### config.mk
export PLATFORM = sky130hd
export DESIGN_NAME = des_key_sched_dec_flat
export DESIGN_NICKNAME = d
export VERILOG_FILES = /design/src/rtl/des_key_sched_dec_if.sv /design/src/rtl/des_key_sched_dec.sv /design/src/flat_wrapper.sv
export SDC_FILE = /design/constraint.sdc
export NUM_CORES = 1
export LEC_CHECK = 0
export CORE_MARGIN = 2
export CORE_UTILIZATION = 41
export DETAILED_ROUTE_END_ITERATION = 12
export PLACE_DENSITY = 0.77
export SLEW_MARGIN = 5
export SYNTH_ARGS = -nofsm -noshare
export SYNTH_HDL_FRONTEND = slang
export SYNTH_SLANG_ARGS = --single-unit
### constraint.sdc
create_clock -name clk -period 1.6 [get_ports clk]
set_input_delay 0.24 -clock clk [delete_from_list [all_inputs] [get_ports clk]]
set_output_delay 0.24 -clock clk [all_outputs]
set_load 0.02 [all_outputs]
### src/rtl/des_key_sched_dec_if.sv
// Key-in / subkey-out handshake bundle for the DES decryption key schedule.
// weak_key exists only when DES_KS_WEAKKEY_EN is defined.
interface des_key_sched_dec_if;
   logic        key_valid;
   logic        key_ready;
   logic [63:0] key;
   logic        sk_valid;
   logic        sk_ready;
   logic [47:0] sk;
   logic [3:0]  sk_round;
   logic        sk_last;
`ifdef DES_KS_WEAKKEY_EN
   logic        weak_key;
`endif

   // Both channels use plain valid/ready: a transfer happens on a rising edge
   // where valid and ready are both high; a stalled producer holds its data stable.
   modport master (
`ifdef DES_KS_WEAKKEY_EN
      input  weak_key,
`endif
      output key_valid, input key_ready, output key,
      input  sk_valid, output sk_ready, input sk, input sk_round, input sk_last
   );

   modport slave (
`ifdef DES_KS_WEAKKEY_EN
      output weak_key,
`endif
      input  key_valid, output key_ready, input key,
      output sk_valid, input sk_ready, output sk, output sk_round, output sk_last
   );
endinterface

### src/rtl/des_key_sched_dec.sv
// Sequential DES decryption key schedule: emits K16..K1 by right-rotating C/D.
// Optional weak-key flag is enabled with the DES_KS_WEAKKEY_EN macro.
module des_key_sched_dec (
   input  logic                  clk,
   input  logic                  rst_n,
   des_key_sched_dec_if.slave    ks,
   output logic                  dbg_state
);

   typedef enum logic {S_IDLE = 1'b0, S_RUN = 1'b1} state_e;

   // Entries are FIPS 46-3 bit numbers, 1 = MSB of the input vector.
   localparam int PC1_TBL [56] = '{
      57, 49, 41, 33, 25, 17,  9,  1, 58, 50, 42, 34, 26, 18,
      10,  2, 59, 51, 43, 35, 27, 19, 11,  3, 60, 52, 44, 36,
      63, 55, 47, 39, 31, 23, 15,  7, 62, 54, 46, 38, 30, 22,
      14,  6, 61, 53, 45, 37, 29, 21, 13,  5, 28, 20, 12,  4};

   localparam int PC2_TBL [48] = '{
      14, 17, 11, 24,  1,  5,  3, 28, 15,  6, 21, 10,
      23, 19, 12,  4, 26,  8, 16,  7, 27, 20, 13,  2,
      41, 52, 31, 37, 47, 55, 30, 40, 51, 45, 33, 48,
      44, 49, 39, 56, 34, 53, 46, 42, 50, 36, 29, 32};

   function automatic logic [55:0] pc1(input logic [63:0] k);
      logic [55:0] r;
      r = '0;
      for (int i = 0; i < 56; i++) r[6'(55 - i)] = k[6'(64 - PC1_TBL[i])];
      return r;
   endfunction

   function automatic logic [47:0] pc2(input logic [55:0] cd);
      logic [47:0] r;
      r = '0;
      for (int i = 0; i < 48; i++) r[6'(47 - i)] = cd[6'(56 - PC2_TBL[i])];
      return r;
   endfunction

   function automatic logic [27:0] rotr(input logic [27:0] h, input logic by_one);
      return by_one ? {h[0], h[27:1]} : {h[1:0], h[27:2]};
   endfunction

   state_e      state_q, state_d;
   logic [55:0] cd_q, cd_d;
   logic [3:0]  rnd_q, rnd_d;
   logic        weak_q, weak_d;
   logic [55:0] pc1_key;
   logic        shift_one;

   assign pc1_key = pc1(ks.key);
   // Undoing encryption round rnd+1, whose left shift was 1 for rounds 1, 2, 9, 16.
   assign shift_one = (rnd_q == 4'd15) || (rnd_q == 4'd8) || (rnd_q == 4'd1);

   always_comb begin
      state_d = state_q;
      cd_d    = cd_q;
      rnd_d   = rnd_q;
      weak_d  = weak_q;
      case (state_q)
         S_IDLE: begin
            if (ks.key_valid) begin
               cd_d    = pc1_key;
               rnd_d   = 4'd15;
               state_d = S_RUN;
               weak_d  = ((pc1_key[55:28] == '0) || (pc1_key[55:28] == '1)) &&
                         ((pc1_key[27:0]  == '0) || (pc1_key[27:0]  == '1));
            end
         end
         S_RUN: begin
            if (ks.sk_ready) begin
               if (rnd_q == 4'd0) begin
                  state_d = S_IDLE;
               end else begin
                  cd_d  = {rotr(cd_q[55:28], shift_one), rotr(cd_q[27:0], shift_one)};
                  rnd_d = rnd_q - 4'd1;
               end
            end
         end
         default: state_d = S_IDLE;
      endcase
   end

   always_ff @(posedge clk or negedge rst_n) begin
      if (!rst_n) begin
         state_q <= S_IDLE;
         cd_q    <= '0;
         rnd_q   <= '0;
         weak_q  <= 1'b0;
      end else begin
         state_q <= state_d;
         cd_q    <= cd_d;
         rnd_q   <= rnd_d;
         weak_q  <= weak_d;
      end
   end

   assign ks.key_ready = (state_q == S_IDLE);
   assign ks.sk_valid  = (state_q == S_RUN);
   assign ks.sk        = pc2(cd_q);
   assign ks.sk_round  = rnd_q;
   assign ks.sk_last   = (rnd_q == 4'd0);
   assign dbg_state    = (state_q == S_RUN);

`ifdef DES_KS_WEAKKEY_EN
   assign ks.weak_key = weak_q;
`else
   logic unused_weak;
   assign unused_weak = weak_q;
`endif

endmodule

### src/flat_wrapper.sv
// flat-port wrapper written by rule: the top's interface ports become plain ports
module des_key_sched_dec_flat 
  (clk, rst_n, dbg_state, ks_key_valid, ks_key_ready, ks_key, ks_sk_valid, ks_sk_ready, ks_sk, ks_sk_round, ks_sk_last);
  des_key_sched_dec_if ks_i ();
  input  logic clk;
  input  logic rst_n;
  output logic dbg_state;
  input wire logic [$bits(ks_i.key_valid)-1:0] ks_key_valid;
  output wire logic [$bits(ks_i.key_ready)-1:0] ks_key_ready;
  input wire logic [$bits(ks_i.key)-1:0] ks_key;
  output wire logic [$bits(ks_i.sk_valid)-1:0] ks_sk_valid;
  input wire logic [$bits(ks_i.sk_ready)-1:0] ks_sk_ready;
  output wire logic [$bits(ks_i.sk)-1:0] ks_sk;
  output wire logic [$bits(ks_i.sk_round)-1:0] ks_sk_round;
  output wire logic [$bits(ks_i.sk_last)-1:0] ks_sk_last;
  assign ks_i.key_valid = ks_key_valid;
  assign ks_key_ready = ks_i.key_ready;
  assign ks_i.key = ks_key;
  assign ks_sk_valid = ks_i.sk_valid;
  assign ks_i.sk_ready = ks_sk_ready;
  assign ks_sk = ks_i.sk;
  assign ks_sk_round = ks_i.sk_round;
  assign ks_sk_last = ks_i.sk_last;
  des_key_sched_dec u_core (.clk(clk), .rst_n(rst_n), .ks(ks_i), .dbg_state(dbg_state));
endmodule
==> impl_metrics.json, run 1 <==
{
  "setup_slack_ns": -0.243,
  "swShare": 0.411,
  "synth_seq_area_share": 0.452,
  "critPathKind": "reg -> reg",
  "fin_crit_ns": 1.84,
  "violations": "negative setup slack",
  "fin_crit_sh": 1.15,
  "dr.pass1.iters": 4,
  "path_max_fanout": 5,
  "routed_wl_mm": 7.87,
  "r2r_setup_slack_ns": -0.24,
  "core_um2": 8090,
  "fill_cells": 702,
  "synthesis.area_um2": 3380,
  "grt_pass1_vias": 2427,
  "cts_tree": "done",
  "avgSynthCellArea_um2": 10.1,
  "vdd_drop_max_v": 0.000770,
  "finalInstanceArea_um2": 4460,
  "final_net_count": 456,
  "power.internal_mw": 5.64,
  "start_util": 0.418,
  "dr.first_iter.drc_count": 143,
  "die-area_um2": 8990,
  "total_power_mw": 9.57,
  "critical_path_buf_inv_count": 4,
  "slowest_stage": "dfrtp_2",
  "antenna_cells": 0,
  "grt_max_degree": 62,
  "p_seq_frac": 0.296,
  "fin_skew_ns": 0.00801,
  "finalMaxSlewViolations": 0,
  "wl_per_cell_um": 15.9,
  "crit_required_ns": 1.85,
  "track_usage": 0.166,
  "status": "finished, violations left",
  "htreeDepth": 3,
  "die_h_um": 94.8,
  "p_sw_mw": 3.93,
  "crit_path_end_kind": "flop",
  "drive_gt1_frac": 0.226,
  "r2r_start": "u_core.ks.sk_round[0]",
  "place.gp.congestion": 0.827,
  "layout_commonest_cell": "dfrtp_1",
  "port_buffers": 53,
  "io_pins": 124,
  "fmax_ghz": 0.543,
  "final_cell_mix": "dfrtp_1, mux2i_1, o21ai_1",
  "detail-route-antenna-nets": 0,
  "synth-seq-cells": 61,
  "grt_first_pass_wirelength_mm": 11.7,
  "routed_via_density": 5.14,
  "synth_warnings": 0,
  "comb_power_share": 0.572,
  "p_clk_frac": 0.132,
  "worstReg2RegEnd": "u_core.cd_q[9]",
  "dpl.cell_count": 463,
  "via_count": 2544,
  "clockBufferDepth": 2,
  "rsz0062_at_grt": "true",
  "cts_inserted_buffers": 9,
  "critPathTopFamily": "buffers and inverters",
  "rr_worst_depth": 9,
  "die_w_um": 94.8,
  "cp.arrival_ns": 2.10,
  "cts.sinks": 61,
  "setup-violations-final": 61,
  "crit_path_frequent_cell": "buf_6",
  "cts_root_buffer": "clkbuf_8",
  "drv.max_cap_violation_count": 0,
  "p_leak_nw": 1.99,
  "antenna_found_initial": 0,
  "clk_pin_slew_ns": 0.07,
  "syn2layout_area_growth_pct": 31.9,
  "layoutNonFillerInstCount": 495,
  "start_kind": "flop",
  "fin_tns_setup_ns": -10.08,
  "critPathMaxStageDelay_ns": 0.41,
  "hold_viol_final": 0,
  "placed_area_um2": 3870,
  "clk-insertion-delay-late_ns": 0.34,
  "power_density_nw_per_um2": 2150,
  "synth.distinct_cells": 29,
  "drcViolationCount": 0,
  "hold_class": "in -> async",
  "crit_chain": "inv_2, ha_4, or3b_4, buf_6, a21oi_4, buf_6, clkbuf_16, a22oi_1, o21ai_1",
  "syn_inst": 334,
  "overflow": 0,
  "rows": 33,
  "holdWs_ns": 0.447,
  "dpl.hpwl_mm": 4.46
}
==> final cells by class <==
class                      count  area, um^2  share of cell area
multi-input combinational    219        1560               0.350
sequential                    61        1530               0.343
timing repair buffer          89        1030               0.232
clock buffer                  11         151              0.0340
tap                          105         131              0.0295
clock inverter                 5        33.8             0.00758
inverter                       5        18.8             0.00421
==> cell families (layout without fill, tap and decap cells) <==
group,count (synthesis),after routing,share of synthesized area
buffers and inverters,75,110,0.159
adder cells (fa/ha/maj),3,3,0.0111
AO/OA/AOI/OAI,82,82,0.140
XOR/XNOR,1,1,0.00259
multiplexers,57,57,0.169
other,1,22,0.00111
flip-flops,61,61,0.452
AND/OR/NAND/NOR,54,54,0.0655
==> power by group through the flow <==
| stage | sequential (mW) | clock, mW | combinational, mW |
|---|---|---|---|
| final | 2.83 | 1.27 | 5.47 |
| after global placement | 2.74 | 0 | 4.24 |
| after detailed placement | 2.77 | 0 | 4.37 |
| after floorplan | 2.73 | 0 | 3.23 |
| after global routing | 2.91 | 1.38 | 5.85 |
| after CTS | 2.75 | 1.29 | 4.73 |
==> how the worst max path moves through the flow <==
stage | cells after the start | slack (ns) | from | to
finish | 9 | -0.24 | u_core.ks.sk_round[0] | u_core.cd_q[9]
global route | 9 | -0.31 | u_core.ks.sk_round[1] | u_core.cd_q[9]
CTS | 5 | -0.19 | u_core.ks.sk_round[0] | ks_sk_last
detailed placement | 5 | -0.28 | u_core.ks.sk_round[0] | ks_sk_last
global placement | 5 | -0.26 | u_core.ks.sk_round[0] | ks_sk_last
floorplan | 9 | -0.15 | u_core.ks.sk_round[0] | u_core.cd_q[15]
==> synthesized netlist by cell type <==
cell	n	area [um^2]
ha_1	3	37.5
a21oi_4	1	16.3
inv_1	5	18.8
clkbuf_4	2	15.0
o31ai_1	1	7.51
nand3_1	2	10.0
conb_1	1	3.75
nor2_1	3	11.3
nor2b_1	1	6.26
a22oi_1	16	120
o21ai_1	35	175
xor2_1	1	8.76
a2bb2oi_1	1	8.76
dfrtp_1	61	1530
and2_1	2	12.5
mux2i_1	57	571
nor3_1	1	5.00
clkbuf_1	2	7.51
clkbuf_2	3	15.0
nand2_1	43	161
a21oi_1	3	15.0
o21ai_2	1	8.76
a21o_1	1	7.51
buf_2	4	20.0
or3b_1	1	8.76
o21ai_0	23	115
buf_6	5	56.3
buf_4	54	405
nand2_2	1	6.26
==> timing repair <==
| item | 4_1_cts | 5_1_grt |
|---|---|---|
| setup buffers | 5 | 1 |
| cloned | 3 | 6 |
| setup endpoints to repair | 92 | 62 |
| hold endpoints to repair | 61 | 0 |
| pin swaps | 0 | 4 |
| hold buffers | 1 | 0 |
| gates resized for setup | 50 | 38 |
==> stage by stage <==
| step | utilization | worst slack, ns |
|---|---|---|
| finish | 0.551 | -0.243 |
| CTS | 0.519 | -0.193 |
| global placement | 0.478 | -0.259 |
| global route | 0.551 | -0.312 |
| floorplan | - | -0.149 |
| detailed placement | 0.478 | -0.276 |
==> per-layer routing <==
layer	share of wire	GRT usage
met1	0.43	0.214
met2	0.51	0.272
met3	0.048	0.0343
met4	0.014	0.0700
met5	0	0
==> flip-flops by register name, summed over array words and instances, names as in the netlist <==
signal and count:
u_core.dbg_state 1, u_core.ks.sk_round 4, u_core.cd_q 56
==> worst reg2reg max path: stages, from the launching register on <==
cell and delay (ns):
dfrtp_2 0.41, inv_2 0.08, ha_4 0.13, or3b_4 0.38
buf_6 0.14, a21oi_4 0.15, buf_6 0.15, clkbuf_16 0.15
a22oi_1 0.07, o21ai_1 0.11
Note: power is estimated with default switching activity, not from simulation.
==> run 2: changes to the inputs <==
--- a/config.mk
+++ b/config.mk
@@ -5,10 +5,11 @@
 export SDC_FILE = /design/constraint.sdc
 export NUM_CORES = 1
 export LEC_CHECK = 0
+export ABC_CLOCK_PERIOD_IN_PS = 1750
 export CORE_MARGIN = 2
-export CORE_UTILIZATION = 41
+export CORE_UTILIZATION = 45
 export DETAILED_ROUTE_END_ITERATION = 12
-export PLACE_DENSITY = 0.77
+export PLACE_DENSITY = 0.8
 export SLEW_MARGIN = 5
 export SYNTH_ARGS = -nofsm -noshare
 export SYNTH_HDL_FRONTEND = slang
==> constraint.sdc (replaced) <==
create_clock -name clk -period 1.75 [get_ports clk]
set_input_delay 0.2625 -clock clk [delete_from_list [all_inputs] [get_ports clk]]
set_output_delay 0.2625 -clock clk [all_outputs]
set_load 0.02 [all_outputs]
==> run 2 against run 1 <==
Net effect: the flow still finishes with violations (negative setup slack); fmax shrank 1.9%; final area shrank 0.11%; sequential share of layout area is essentially flat; flip-flop and latch count is the same; clock power is essentially flat; largest cell class unchanged.
==> impl_metrics.json, run 2 (synthesized netlist as in run 1, its figures left out) <==
{
  "status": "finished, violations left",
  "violations": "negative setup slack",
  "track_usage": 0.176,
  "crit_end": "u_core.cd_q[23]",
  "cts_inserted_buffers": 9,
  "start_util": 0.466,
  "core_um2": 7250,
  "die_w_um": 90.7,
  "r2r_start": "u_core.ks.sk_round[1]",
  "fin_crit_sh": 1.07,
  "dr.first_iter.drc_count": 154,
  "final_core_util": 0.614,
  "grt_first_pass_wirelength_mm": 11.8,
  "place.gp.congestion": 0.812,
  "top_register": "u_core.cd_q",
  "routed_wl_mm": 7.97,
  "cp.arrival_ns": 2.14,
  "p_leak_nw": 1.88,
  "cts_tree": "done",
  "die_h_um": 90.7,
  "holdWs_ns": 0.423,
  "grt_pass1_vias": 2488,
  "clk-insertion-delay-late_ns": 0.34,
  "dr.pass1.iters": 6,
  "htreeDepth": 3,
  "largest_reg_flops": 56,
  "syn2layout_area_growth_pct": 31.7,
  "die-area_um2": 8220,
  "multi_input_area_um2": 1550,
  "grt_max_degree": 39,
  "hold_class": "in -> async",
  "crit_path_end_kind": "flop",
  "cts_root_buffer": "clkbuf_8",
  "path_max_fanout": 7,
  "routed_via_density": 5.28,
  "fill_cells": 560,
  "overflow": 0,
  "total_power_mw": 8.70,
  "rows": 31,
  "cp-startpoint": "u_core.ks.sk_round[1]",
  "dpl.hpwl_mm": 4.38,
  "power_density_nw_per_um2": 1950,
  "final_net_count": 456,
  "hold_viol_final": 0,
  "antenna_cells": 0,
  "fmax_ghz": 0.532,
  "fin_crit_ns": 1.88,
  "pre_cts_slack_ns": -0.174,
  "vdd_drop_max_v": 0.00101,
  "rsz0062_at_grt": "true",
  "seq_area_um2": 1530,
  "setup_slack_ns": -0.129,
  "finalMaxSlewViolations": 0,
  "antenna_found_initial": 0,
  "critPathKind": "reg -> reg",
  "rr_worst_depth": 9,
  "drive_gt1_frac": 0.231,
  "clockBufferDepth": 2,
  "port_buffers": 53,
  "drcViolationCount": 0,
  "detail-route-antenna-nets": 0,
  "final_cell_mix": "dfrtp_1, mux2i_1, o21ai_1",
  "clk_pin_slew_ns": 0.08,
  "crit_required_ns": 2.01,
  "setup-violations-final": 59,
  "via_count": 2582,
  "io_pins": 124,
  "drv.max_cap_violation_count": 0,
  "start_kind": "flop",
  "r2r_setup_slack_ns": -0.13,
  "layout_commonest_cell": "dfrtp_1",
  "wl_per_cell_um": 16.3,
  "worstReg2RegEnd": "u_core.cd_q[23]",
  "fin_skew_ns": 0.0109,
  "cts.sinks": 61
}
[run 2: changes by cell type in the layout (fill, tap and decap cells not counted), sizes merged]
cell,change
buf,+1
bufbuf,-1
bufinv,+1
clkbuf,-1
clkdlybuf4s15,-1
clkdlybuf4s50,+29
clkinvlp,+1
dlygate4sd2,-28
inv,-1
[run 2: worst min path at each step]
stage	start	cells after the start	to	slack (ns)
after floorplan	rst_n	0	u_core.cd_q[0]	-0.03
after global placement	rst_n	2	u_core.cd_q[7]	0.25
after detailed placement	rst_n	2	u_core.cd_q[7]	0.26
after CTS	rst_n	3	u_core.cd_q[7]	0.43
after global routing	rst_n	3	u_core.cd_q[7]	0.45
final	rst_n	3	u_core.cd_q[7]	0.42
[run 2: per-layer routing]
layer,track usage,up-vias,routed length [um],share of wire
met5,0,-,0,0
met4,0.0756,0,102,0.013
met3,0.0267,8,440,0.055
met2,0.287,92,4090,0.51
met1,0.235,1293,3340,0.42
li1,-,1189,-,-
[run 2: metrics by stage]
step / std cells / TNS, ns / cell area [um^2]
after CTS: 480 / -1.81 / 4210
after global routing: 489 / -7.37 / 4450
after detailed placement: 456 / -1.99 / 3870
final: 489 / -3.12 / 4450
after floorplan: 355 / 0 / 3480
after global placement: 456 / -0.447 / 3870
[run 2: cell type report]
class                           count  area share
Clock inverter                      6      0.0140
Timing Repair Buffer               89       0.232
Multi-Input combinational cell    219       0.347
Tap cell                           99      0.0278
Clock buffer                       10      0.0309
Inverter                            5     0.00421
Sequential cell                    61       0.343
[run 2: what timing repair did]
item | 4_1_cts | 5_1_grt
setup endpoints to repair | 59 | 61
pin swaps | 8 | 5
resized for setup | 30 | 31
gates cloned | 2 | 5
setup buffers | 5 | 5
hold endpoints to repair | 61 | 0
hold buffers | 1 | 0
[run 2: where the power goes]
group          total [mW]  switching [mW]  internal, mW
clock network        1.28           0.588         0.691
logic                4.86            2.41          2.46
registers            2.56           0.563          2.00
[run 2: worst max-delay path: stages, from the launching register on]
cell and delay, ns:
dfrtp_2 0.42, inv_2 0.08, ha_4 0.13, or3b_4 0.38, buf_6 0.13, a21oi_4 0.21, buf_6 0.17, buf_16 0.14
nand2_2 0.06, o21ai_1 0.08
==> run 3: changes to the inputs <==
--- a/config.mk
+++ b/config.mk
@@ -6,10 +6,12 @@
 export NUM_CORES = 1
 export LEC_CHECK = 0
 export ABC_CLOCK_PERIOD_IN_PS = 1750
+export CELL_PAD_IN_SITES_DETAIL_PLACEMENT = 1
+export CELL_PAD_IN_SITES_GLOBAL_PLACEMENT = 1
 export CORE_MARGIN = 2
-export CORE_UTILIZATION = 45
+export CORE_UTILIZATION = 33
 export DETAILED_ROUTE_END_ITERATION = 12
-export PLACE_DENSITY = 0.8
+export PLACE_DENSITY = 0.79
 export SLEW_MARGIN = 5
 export SYNTH_ARGS = -nofsm -noshare
 export SYNTH_HDL_FRONTEND = slang
==> run 3 against run 2 <==
Net effect: first-iteration DRC count shrank 21%; via count grew 0.81%; register-to-register slack got worse by 0.03 ns; core utilization decreased by 16 points; setup slack worse by 0.028 ns; hold slack lost 0.011 ns; wire length increased by 12%; critical path depth unchanged; non-clock buffer count is 1 higher; critical endpoint is now u_core.cd_q[31]; largest cell class unchanged; final cell count increased by 7.2%; the run still ends with negative setup slack left; clock skew down 0.0012 ns.
==> impl_metrics.json, run 3 (synthesized netlist as in run 1, its figures left out) <==
{
  "status": "finished, violations left",
  "violations": "negative setup slack",
  "dr.pass1.iters": 4,
  "p_leak_nw": 1.91,
  "top_register": "u_core.cd_q",
  "finalMaxSlewViolations": 0,
  "overflow": 0,
  "critPathKind": "reg -> reg",
  "die_w_um": 105,
  "grt_pass1_vias": 2640,
  "pre_cts_slack_ns": -0.204,
  "track_usage": 0.156,
  "io_pins": 124,
  "r2r_start": "u_core.ks.sk_round[0]",
  "syn2layout_area_growth_pct": 31.8,
  "cp-startpoint": "u_core.ks.sk_round[0]",
  "fill_cells": 1073,
  "core_um2": 9860,
  "cts_tree": "done",
  "drv.max_cap_violation_count": 0,
  "grt_max_degree": 42,
  "fin_crit_sh": 1.09,
  "final_net_count": 457,
  "met2_usage": 0.254,
  "drive_gt1_frac": 0.228,
  "crit_path_end_kind": "flop",
  "detail-route-antenna-nets": 0,
  "drcViolationCount": 0,
  "dpl.cell_count": 492,
  "antenna_cells": 0,
  "layoutNonFillerInstCount": 524,
  "placed_area_um2": 3890,
  "total_power_mw": 8.45,
  "cp.arrival_ns": 2.18,
  "routed_via_density": 4.97,
  "htreeDepth": 3,
  "largest_reg_flops": 56,
  "clk-insertion-delay-late_ns": 0.35,
  "cts.sinks": 61,
  "cts_inserted_buffers": 9,
  "grt_use_met1": 0.207,
  "die-area_um2": 11100,
  "final_core_util": 0.452,
  "setup_slack_ns": -0.157,
  "start_util": 0.343,
  "grt_first_pass_wirelength_mm": 13.8,
  "crit_required_ns": 2.02,
  "routed_wl_mm": 8.89,
  "fmax_ghz": 0.524,
  "place.gp.congestion": 0.797,
  "dpl.hpwl_mm": 5.36,
  "dr.first_iter.drc_count": 122,
  "multi_input_area_um2": 1540,
  "final_cell_mix": "dfrtp_1, mux2i_1, o21ai_1",
  "seq_area_um2": 1530,
  "finalInstanceArea_um2": 4460,
  "power_density_nw_per_um2": 1900,
  "path_max_fanout": 5,
  "port_buffers": 53,
  "cts_root_buffer": "clkbuf_8",
  "setup-violations-final": 60,
  "wl_per_cell_um": 17.0,
  "rsz0062_at_grt": "true",
  "start_kind": "flop",
  "vdd_drop_max_v": 0.000938,
  "gr-max-usage-layer": "met2",
  "rows": 36,
  "antenna_found_initial": 0,
  "fin_skew_ns": 0.00970,
  "hold_class": "in -> async",
  "fin_crit_ns": 1.91,
  "grtUsageMet3": 0.0390,
  "clockBufferDepth": 2,
  "die_h_um": 105,
  "layout_commonest_cell": "dfrtp_1",
  "via_count": 2603,
  "clk_pin_slew_ns": 0.08,
  "hold_viol_final": 0
}
[run 3: layout make-up]
class | instances | area share
repair buffers | 90 | 0.226
clock inverters | 6 | 0.0143
well taps | 133 | 0.0373
multi-input cells | 219 | 0.347
flip-flops and latches | 61 | 0.343
inverters | 5 | 0.00421
clock buffers | 10 | 0.0286
[run 3: repair_timing]
item,in CTS,in global routing
resized for setup,33,35
endpoints found under the setup margin,61,66
hold endpoints to repair,61,0
pin swaps,3,1
hold buffers,1,0
gates cloned,2,4
buffers inserted,5,6
[run 3: report_power, final]
group / switching, mW / internal (mW)
Combinational: 2.39 / 2.24
Clock: 0.593 / 0.655
Sequential: 0.576 / 2.00
[run 3: worst paths after layout]
path                                         end  slack, ns  cells after the start
max                              u_core.cd_q[31]      -0.16                      9
min                               u_core.cd_q[9]       0.41                      3
max reg2reg                      u_core.cd_q[31]      -0.16                      9
min reg2reg                      u_core.cd_q[32]       0.52                      2
max in group asynchronous  u_core.ks.sk_round[0]       1.06                      3
min in group clk                 u_core.cd_q[32]       0.52                      2
[run 3: per-layer routing]
metal / routed length, um / vias up
met5: 0 / -
met4: 65 / 0
met3: 326 / 6
met2: 4600 / 74
met1: 3900 / 1337
li1: - / 1186
[run 3: metrics by stage]
stage               hold WS, ns  setup TNS, ns
CTS                       0.410          -5.39
global route              0.405          -9.56
global placement          0.246         -0.717
floorplan               -0.0331              0
detailed placement        0.252          -4.83
finish                    0.412          -5.80
[run 3: worst max-delay path, cell delays in order (launching register included)]
cell	delay, ns
dfrtp_2	0.41
inv_2	0.08
ha_4	0.13
or3b_4	0.39
buf_6	0.14
a21oi_4	0.20
buf_6	0.18
clkbuf_16	0.15
a22oi_1	0.06
o21ai_1	0.08
